--- config.mk ---
export PLATFORM = sky130hd
export DESIGN_NAME = mem_access_unit
export DESIGN_NICKNAME = d
export VERILOG_FILES = /design/src/rtl/mem_pkg.sv /design/src/rtl/mem_load_align.sv /design/src/rtl/mem_access_unit.sv
export SDC_FILE = /design/constraint.sdc
export NUM_CORES = 1
export LEC_CHECK = 0
export CAP_MARGIN = 20
export CORE_AREA = 2 2 167 87
export CTS_CLUSTER_DIAMETER = 50
export DETAILED_ROUTE_END_ITERATION = 8
export DIE_AREA = 0 0 169 89
export GPL_TIMING_DRIVEN = 0
export MAX_ROUTING_LAYER = met4
export PLACE_DENSITY = 0.79
export SLEW_MARGIN = 10
export SYNTH_ARGS = -nofsm -noshare
export SYNTH_HDL_FRONTEND = slang
export SYNTH_SLANG_ARGS = --single-unit
--- constraint.sdc ---
create_clock -name i_clk -period 1.73 [get_ports i_clk]
set_input_delay 0.2595 -clock i_clk [delete_from_list [all_inputs] [get_ports i_clk]]
set_output_delay 0.2595 -clock i_clk [all_outputs]
set_load 0.02 [all_outputs]
--- src/rtl/mem_pkg.sv ---
// Shared definitions for the memory access unit: mem_op codes, FSM encoding,
// timeout limit and the size/fault/byte-enable decode helpers.
package mem_pkg;

   localparam logic [4:0] OP_LW  = 5'b01000;
   localparam logic [4:0] OP_LHU = 5'b01001;
   localparam logic [4:0] OP_LB  = 5'b01010;
   localparam logic [4:0] OP_LH  = 5'b01011;
   localparam logic [4:0] OP_LBU = 5'b01100;
   localparam logic [4:0] OP_SW  = 5'b01101;
   localparam logic [4:0] OP_SH  = 5'b01110;
   localparam logic [4:0] OP_SB  = 5'b01111;

   localparam int NUM_LANES     = 4;
   localparam int TIMEOUT_LIMIT = 15;
   localparam int TMO_W         = 4;

   typedef enum logic [1:0] {
      ST_IDLE = 2'd0,
      ST_REQ  = 2'd1,
      ST_DONE = 2'd2
   } state_t;

   typedef enum logic [1:0] {
      SZ_NONE = 2'd0,
      SZ_BYTE = 2'd1,
      SZ_HALF = 2'd2,
      SZ_WORD = 2'd3
   } size_t;

   // Request captured on acceptance; everything downstream works from this copy.
   typedef struct packed {
      logic        rw;
      logic [4:0]  op;
      logic [31:0] addr;
      logic [31:0] wdata;
   } mem_req_t;

   function automatic size_t op_size(input logic [4:0] op);
      size_t s;
      case (op)
         OP_LW, OP_SW:          s = SZ_WORD;
         OP_LH, OP_LHU, OP_SH:  s = SZ_HALF;
         OP_LB, OP_LBU, OP_SB:  s = SZ_BYTE;
         default:               s = SZ_NONE;
      endcase
      return s;
   endfunction

   function automatic logic op_is_load(input logic [4:0] op);
      return (op == OP_LW) || (op == OP_LHU) || (op == OP_LB) ||
             (op == OP_LH) || (op == OP_LBU);
   endfunction

   // Undefined code, misalignment, or rw disagreeing with the code's direction.
   function automatic logic op_fault(input logic rw, input logic [4:0] op,
                                     input logic [1:0] a);
      logic f;
      case (op_size(op))
         SZ_WORD: f = (a != 2'b00);
         SZ_HALF: f = a[0];
         SZ_BYTE: f = 1'b0;
         default: f = 1'b1;
      endcase
      return f | (rw != op_is_load(op));
   endfunction

   function automatic logic [3:0] op_be(input logic [4:0] op, input logic [1:0] a);
      logic [3:0] be;
      case (op_size(op))
         SZ_WORD: be = 4'b1111;
         SZ_HALF: be = a[1] ? 4'b1100 : 4'b0011;
         SZ_BYTE: be = 4'b0001 << a;
         default: be = 4'b0000;
      endcase
      return be;
   endfunction

endpackage

--- src/rtl/mem_load_align.sv ---
// Load lane select and sign/zero extension (little-endian lanes).
module mem_load_align
   import mem_pkg::*;
(
   input  logic [31:0] i_word,
   input  logic [1:0]  i_addr,
   input  logic [4:0]  i_mem_op,
   output logic [31:0] o_result
);

   logic [7:0]  w_byte;
   logic [15:0] w_half;

   // Pick the addressed lane and extend it according to the op.
   always_comb begin
      w_byte   = i_word[{i_addr, 3'b000} +: 8];
      w_half   = i_addr[1] ? i_word[31:16] : i_word[15:0];
      o_result = '0;
      case (i_mem_op)
         OP_LW:   o_result = i_word;
         OP_LH:   o_result = {{16{w_half[15]}}, w_half};
         OP_LHU:  o_result = {16'h0000, w_half};
         OP_LB:   o_result = {{24{w_byte[7]}}, w_byte};
         OP_LBU:  o_result = {24'h000000, w_byte};
         default: o_result = '0;
      endcase
   end

endmodule

--- src/rtl/mem_access_unit.sv ---
// Memory access unit: IDLE/REQ/DONE handshake between the pipeline and a RAM
// port, with byte enables, store replication and load extension.
// Optional MEM_TIMEOUT_EN: abandon a REQ with err after TIMEOUT_LIMIT cycles.
module mem_access_unit
   import mem_pkg::*;
(
   input  logic        i_clk,
   input  logic        i_reset,
   input  logic        i_ram_enable,
   input  logic        i_rw,
   input  logic [4:0]  i_mem_op,
   input  logic [31:0] i_addr,
   input  logic [31:0] i_wdata,
   output logic        o_busy,
   output logic        o_done,
   output logic        o_err,
   output logic [31:0] o_rdata,
   output logic        o_ram_req,
   output logic        o_ram_we,
   output logic [31:0] o_ram_addr,
   output logic [3:0]  o_ram_be,
   output logic [31:0] o_ram_wdata,
   input  logic        i_ram_ack,
   input  logic [31:0] i_ram_rdata
);

   state_t   r_state, w_state_nxt;
   logic     r_err, w_err_nxt;
   mem_req_t r_req;
   logic [31:0] r_rdata;
   logic        w_in_fault;
   logic        w_timeout;
   logic [31:0] w_load_data;
   size_t       w_size;
   logic [NUM_LANES-1:0][7:0] w_lane;

   assign w_in_fault = op_fault(i_rw, i_mem_op, i_addr[1:0]);
   assign w_size     = op_size(r_req.op);

`ifdef MEM_TIMEOUT_EN
   logic [TMO_W-1:0] r_tmo_cnt;

   // Counter is held at zero outside REQ, so it starts from zero on every entry.
   always_ff @(posedge i_clk) begin
      if (i_reset || (r_state != ST_REQ)) r_tmo_cnt <= '0;
      else if (!i_ram_ack)                r_tmo_cnt <= r_tmo_cnt + 1'b1;
   end

   // Fires in the REQ cycle whose increment would take the count to the limit.
   assign w_timeout = (r_state == ST_REQ) && !i_ram_ack &&
                      (r_tmo_cnt == TMO_W'(TIMEOUT_LIMIT - 1));
`else
   assign w_timeout = 1'b0;
`endif

   // State register; err is latched alongside the move into DONE.
   always_ff @(posedge i_clk) begin
      if (i_reset) begin
         r_state <= ST_IDLE;
         r_err   <= 1'b0;
      end else begin
         r_state <= w_state_nxt;
         r_err   <= w_err_nxt;
      end
   end

   // Next-state logic; faulted ops skip REQ entirely.
   always_comb begin
      w_state_nxt = r_state;
      w_err_nxt   = 1'b0;
      case (r_state)
         ST_IDLE: begin
            if (i_ram_enable) begin
               if (w_in_fault) begin
                  w_state_nxt = ST_DONE;
                  w_err_nxt   = 1'b1;
               end else begin
                  w_state_nxt = ST_REQ;
               end
            end
         end
         ST_REQ: begin
            if (i_ram_ack) begin
               w_state_nxt = ST_DONE;
            end else if (w_timeout) begin
               w_state_nxt = ST_DONE;
               w_err_nxt   = 1'b1;
            end
         end
         ST_DONE: w_state_nxt = ST_IDLE;
         default: w_state_nxt = ST_IDLE;
      endcase
   end

   // Status and RAM strobes decoded from the current state.
   always_comb begin
      o_busy    = (r_state != ST_IDLE);
      o_done    = (r_state == ST_DONE);
      o_err     = (r_state == ST_DONE) && r_err;
      o_ram_req = (r_state == ST_REQ);
      o_ram_we  = (r_state == ST_REQ) && !r_req.rw;
   end

   // Capture the request in IDLE; load result is taken on the ack edge.
   always_ff @(posedge i_clk) begin
      if (i_reset) begin
         r_req   <= '0;
         r_rdata <= '0;
      end else begin
         if ((r_state == ST_IDLE) && i_ram_enable)
            r_req <= '{rw: i_rw, op: i_mem_op, addr: i_addr, wdata: i_wdata};
         if ((r_state == ST_REQ) && i_ram_ack && r_req.rw)
            r_rdata <= w_load_data;
      end
   end

   mem_load_align u_align (
      .i_word   (i_ram_rdata),
      .i_addr   (r_req.addr[1:0]),
      .i_mem_op (r_req.op),
      .o_result (w_load_data)
   );

   // Store replication: each lane takes the item byte that maps onto it.
   for (genvar k = 0; k < NUM_LANES; k++) begin : g_lane
      assign w_lane[k] = (w_size == SZ_WORD) ? r_req.wdata[8*k +: 8]     :
                         (w_size == SZ_HALF) ? r_req.wdata[8*(k%2) +: 8] :
                         (w_size == SZ_BYTE) ? r_req.wdata[7:0]          : 8'h00;
   end

   assign o_ram_addr  = {r_req.addr[31:2], 2'b00};
   assign o_ram_be    = op_be(r_req.op, r_req.addr[1:0]);
   assign o_ram_wdata = w_lane;
   assign o_rdata     = r_rdata;

endmodule

* Yosys cells after proc, flatten, opt, wreduce, memory -nomap -nowiden
Memories as Yosys holds them, arrays and structs flattened. A register that Yosys moved wholly into a read port is not among the register bits.
Cells that the tools add are included.
** Word-level totals
- ROM bits :: 96
- Bits of input ports :: 106
- Flip-flop bits (word level) :: 105
- Memories :: 3
- Output and inout port bits :: 105
- Word-level logic and storage cells :: 78
** Memories
- (name not given) :: words 16, width 2, read ports 1, clocked after memory_dff 1, wr ports 0, RTL line mem_pkg.sv:41 : case (op)
- (name not given) :: words 16, width 2, read ports 1, clocked after memory_dff 1, wr ports 0, RTL line mem_pkg.sv:41
- (name not given) :: words 16, width 2, read ports 1, clocked after memory_dff 0, wr ports 0, RTL line mem_pkg.sv:41
** Cells by class
- Equality and inequality tests :: 24
- Multiplexer cells :: 24
- Shift operators :: 2
- Bitwise logic cells :: 3
- Reductions and logical operators :: 15
** Operators by type and width (count)
- case mux 32 bit (5 select lines) :: 1
- 2-to-1 mux 8 bit :: 7
- equality test 5 x 4 -> 1 bit, second input constant :: 10
- variable part select 32 x 6 -> 8 bit :: 1
- 2-to-1 mux 4 bit :: 5
- 2-to-1 mux 16 bit :: 1
- equality test 2 bit, second input constant :: 7
- 2-to-1 mux 2 bit :: 6
- case mux 4 bit (3 select lines) :: 1
- equality test 2 x 1 -> 1 bit, second input constant :: 4
- logical AND 1 bit :: 5
- logical OR 1 bit :: 4
- case mux 2 bit (2 select lines) :: 1
- nonzero test 2 bit :: 2
- left shift 1 x 2 -> 4 bit, first input constant :: 1
- case mux 1 bit (3 select lines) :: 1
- OR reduction 3 bit :: 1
- zero test 2 bit :: 1
- != test 2 x 1 -> 1 bit, second input constant :: 1
- != test 2 bit, second input constant :: 1
- inverter 1 bit :: 2
- AND reduction 2 bit :: 1
- zero test 1 bit :: 1
- 2-to-1 mux 1 bit :: 1
- other kinds (2) :: 2

* Longest topological paths before layout
- Word-level depth :: 10
- Depth in mapped cells :: 8
- Mapped depth without buffers :: 7

* Hierarchy
A second synthesis with hierarchy kept.
** Unflattened totals
- Cell total of the unflattened synthesis :: 715
- Area, all modules :: 5482.8 um^2
** Modules (own cells, without submodules)
- mem_access_unit :: sequential area each 2142.1 um^2, area an instance 4690.7 um^2, times used 1, cells an instance 621
- mem_load_align :: sequential area each 0.0 um^2, area an instance 792.0 um^2, times used 1, cells an instance 94

* Worst setup path after synthesis
Ideal clock, no wire load.
- Path type :: reg2reg
- Start :: reg r_state[1]
- End :: reg with a tool-made name
- Slack :: -171 ps
- Data arrival time :: 1785 ps
- Required time :: 1615 ps
- Cell stages (with the launch flop) :: 9
- Clock period less this slack :: 1901 ps
- Library setup time :: 115 ps
- Buffers on the path :: 2
- Cell sequence :: dfxtp_1 or3b_2 clkbuf_1 clkbuf_1 nand2_1 a21oi_1 ha_1 nand2b_1 and3_1
** RTL lines
- start: declaration :: RTL line mem_access_unit.sv:27 : state_t r_state, w_state_nxt;
- start signal: assignment :: RTL line mem_access_unit.sv:62 : r_state <= w_state_nxt;

==> metrics.yaml <==
relSlewSlack: 0.626
clkSinkCount: 107
cts_buffers: 9
clock_latency_ns: 0.35
synth_top_family_by_area: "simple AND/OR/NAND/NOR gates"
synthDistinctLibCells: 46
yosysWarnings: 0
pin_count: 211
seqCellArea_um2: 2160
yosysSeqAreaShare: 0.413
drive_gt1_frac: 0.271
fin_cells: 1114
hpwl_um: 13100
muxShareOfSynthArea: 0.0441
area_growth_pct: 69.0
root_buffer: "clkbuf_16"
p_int_uw: 4480
ys_seq_elements: 107
multiInputGateArea_um2: 3140
switching_share: 0.288
peakVddDrop_uv: 497
synth_area_um2: 5190
grt_max_degree: 19
avgRoutedWirePerCell_um: 17.3
hold_viol: 0
io_buffer_count: 208
violations: "setup timing"
synthCells: 688
skew_ns: 0.00790
dp.cells: 1073
finalSetupViolCount: 30
syn_avg_cell_area_um2: 7.54
fin_nets: 1044
ant_nets: 0
worstHoldEndpoint: "r_req[64]"
path_clk_slew_ns: 0.07
die-area_um2: 15000
synth_compound_area_frac: 0.203
grt_first_pass_wirelength_um: 27700
post-route-period-util: 1.07
gp_congestion: 0.856
status: "complete, but fails checks"
viasPerCell: 5.17
power_uw: 6290
fmax_ghz: 0.541
crit_required_ns: 1.47
worst_setup_path_end_kind: "primary output"
pwr-share-seq: 0.427
final_cell_mix: "nand2_1 (179), clkdlybuf4s50_1 (164), dfxtp_1 (99), a21oi_1 (88), buf_4 (71)"
synth_edf_count: 0
r2r_cells: 8
grt_usage: 0.240
worstHoldStart: "i_mem_op[0]"
drt_iter0_drc: 422
cts_tree: "built"
synth_adder_area_share: 0.0145
p_per_area_nw_per_um2: 717
row_count: 30
synth-simple-area-share: 0.224
die_x_um: 169
first_global_vias: 5398
max_cap_viol_count: 0
layout_commonest_cell: "nand2_1"
setup_slack_ns: -0.118
period_needed_ns: 1.85
core_area_um2: 13400
combPwrFrac: 0.227
dr.pass1.iters: 5
cts_buffer_depth: 2
rsz0062_at_grt: "yes"
wl_um: 19200
vias: 5763
async_flop_share: 0
antenna_found_initial: 1
cp_data_arrival_time_ns: 1.59
overflow: 0
netSwitchingPower_uw: 1810
holdPathStages: 3
rrSetupSlack_ns: -0.04
ys.flop_type: "dfxtp_1"
leakagePower_uw: 0.00345
drc: 0
tightest_slew_ns: 0.561
clock_power_share: 0.346
num-fill-cells: 1069
die_h_um: 89
hold_class: "primary input to flop"
htree_levels: 3
path_max_fanout: 5
initial_core_util: 0.386
synthXorXnorAreaFrac: 0.00506
path_class: "flop to primary output"
worst_setup_path_start_kind: "flop"
cts_hold_buf: 0
worstReg2RegStart: "r_state[1]"
drv_slew: 0
[how the worst max path moves through the flow]
| stage | startpoint | end | slack, ns |
|---|---|---|---|
| floorplan | r_state[1] | o_rdata[16] | -0.003 |
| global placement | i_ram_enable | flop | -0.78 |
| detailed placement | flop | o_ram_wdata[1] | -0.82 |
| CTS | flop | o_ram_wdata[17] | -0.11 |
| global route | flop | o_ram_wdata[20] | -0.18 |
| finish | flop | o_ram_wdata[20] | -0.12 |
[stage by stage]
stage | setup TNS [ns] | setup slack, ns | util | area, um^2 | hold slack (ns)
6_report | -1.37 | -0.118 | 0.653 | 8770 | 0.313
5_1_grt | -3.20 | -0.178 | 0.653 | 8770 | 0.311
4_1_cts | -0.494 | -0.114 | 0.608 | 8160 | 0.452
3_5_place_dp | -64.10 | -0.821 | 0.560 | 7530 | 0.444
3_3_place_gp | -61.30 | -0.784 | 0.560 | 7530 | 0.439
2_1_floorplan | -0.0312 | -0.00294 | - | 5230 | 0.351
[cell usage after synthesis, types with 7 or more instances]
cell type,n,share of area
nor2_1,24,0.017
a22oi_1,8,0.012
a211oi_1,7,0.010
mux2_2,15,0.033
inv_1,14,0.010
a21oi_1,110,0.11
dfxtp_1,107,0.41
buf_4,32,0.046
or2_2,8,0.0096
o21ai_1,14,0.014
a221oi_1,7,0.012
nand2_1,196,0.14
clkbuf_1,38,0.027
o21ai_0,23,0.022
a32o_1,8,0.015
and2_1,11,0.013
[power groups by stage]
stage	registers [uW]	clock network, uW	logic [uW]
finish	2690	2180	1430
global route	2700	2300	1520
floorplan	2680	0	636
CTS	2660	2190	1260
detailed placement	2700	0	1180
global placement	2690	0	1160
[sequential cells by signal, indices dropped and copies added (netlist names), named ones only]
signal      cells
o_ram_addr     30
o_rdata        32
r_err           1
r_req          40
r_state         2
[layer usage]
| layer | track usage | share of wire | vias to the layer above | wire length, um |
|---|---|---|---|---|
| li1 | - | - | 2768 | - |
| met1 | 0.296 | 0.42 | 2777 | 8170 |
| met2 | 0.424 | 0.51 | 183 | 9790 |
| met3 | 0.0394 | 0.048 | 35 | 915 |
| met4 | 0.0497 | 0.019 | 0 | 369 |
| met5 | - | 0 | - | 0 |
[critical path, cell delays in order (launching register included)]
cell     delay [ns]
dfxtp_4        0.37
buf_6          0.13
xor2_4         0.19
buf_6          0.13
a22oi_1        0.19
nor2_1         0.06
buf_4          0.16
[kinds of logic after synthesis]
kind of cell,Yosys count
and+or+nand+nor,269
AOI/OAI and AO/OA,185
DFF,107
buffers and inverters,96
muxes,21
adders and majority gates,6
xor gates and xnor gates,3
other,1
[area by class of cell]
type | count | share of cell area
antenna | 1 | 0.000285
inverter | 14 | 0.00599
clock inverter | 6 | 0.00813
tap | 176 | 0.0251
multi-input combinational | 486 | 0.357
buffer | 73 | 0.0635
sequential | 107 | 0.247
timing repair buffer | 241 | 0.266
clock buffer | 10 | 0.0272
[timing repair]
item                       in CTS  in global routing
setup endpoints to repair     108                113
gates resized for setup       274                134
setup buffers                  17                 14
cloned                          3                  0
pin swaps                      21                 30
Note: power is estimated with default switching activity, not from simulation.
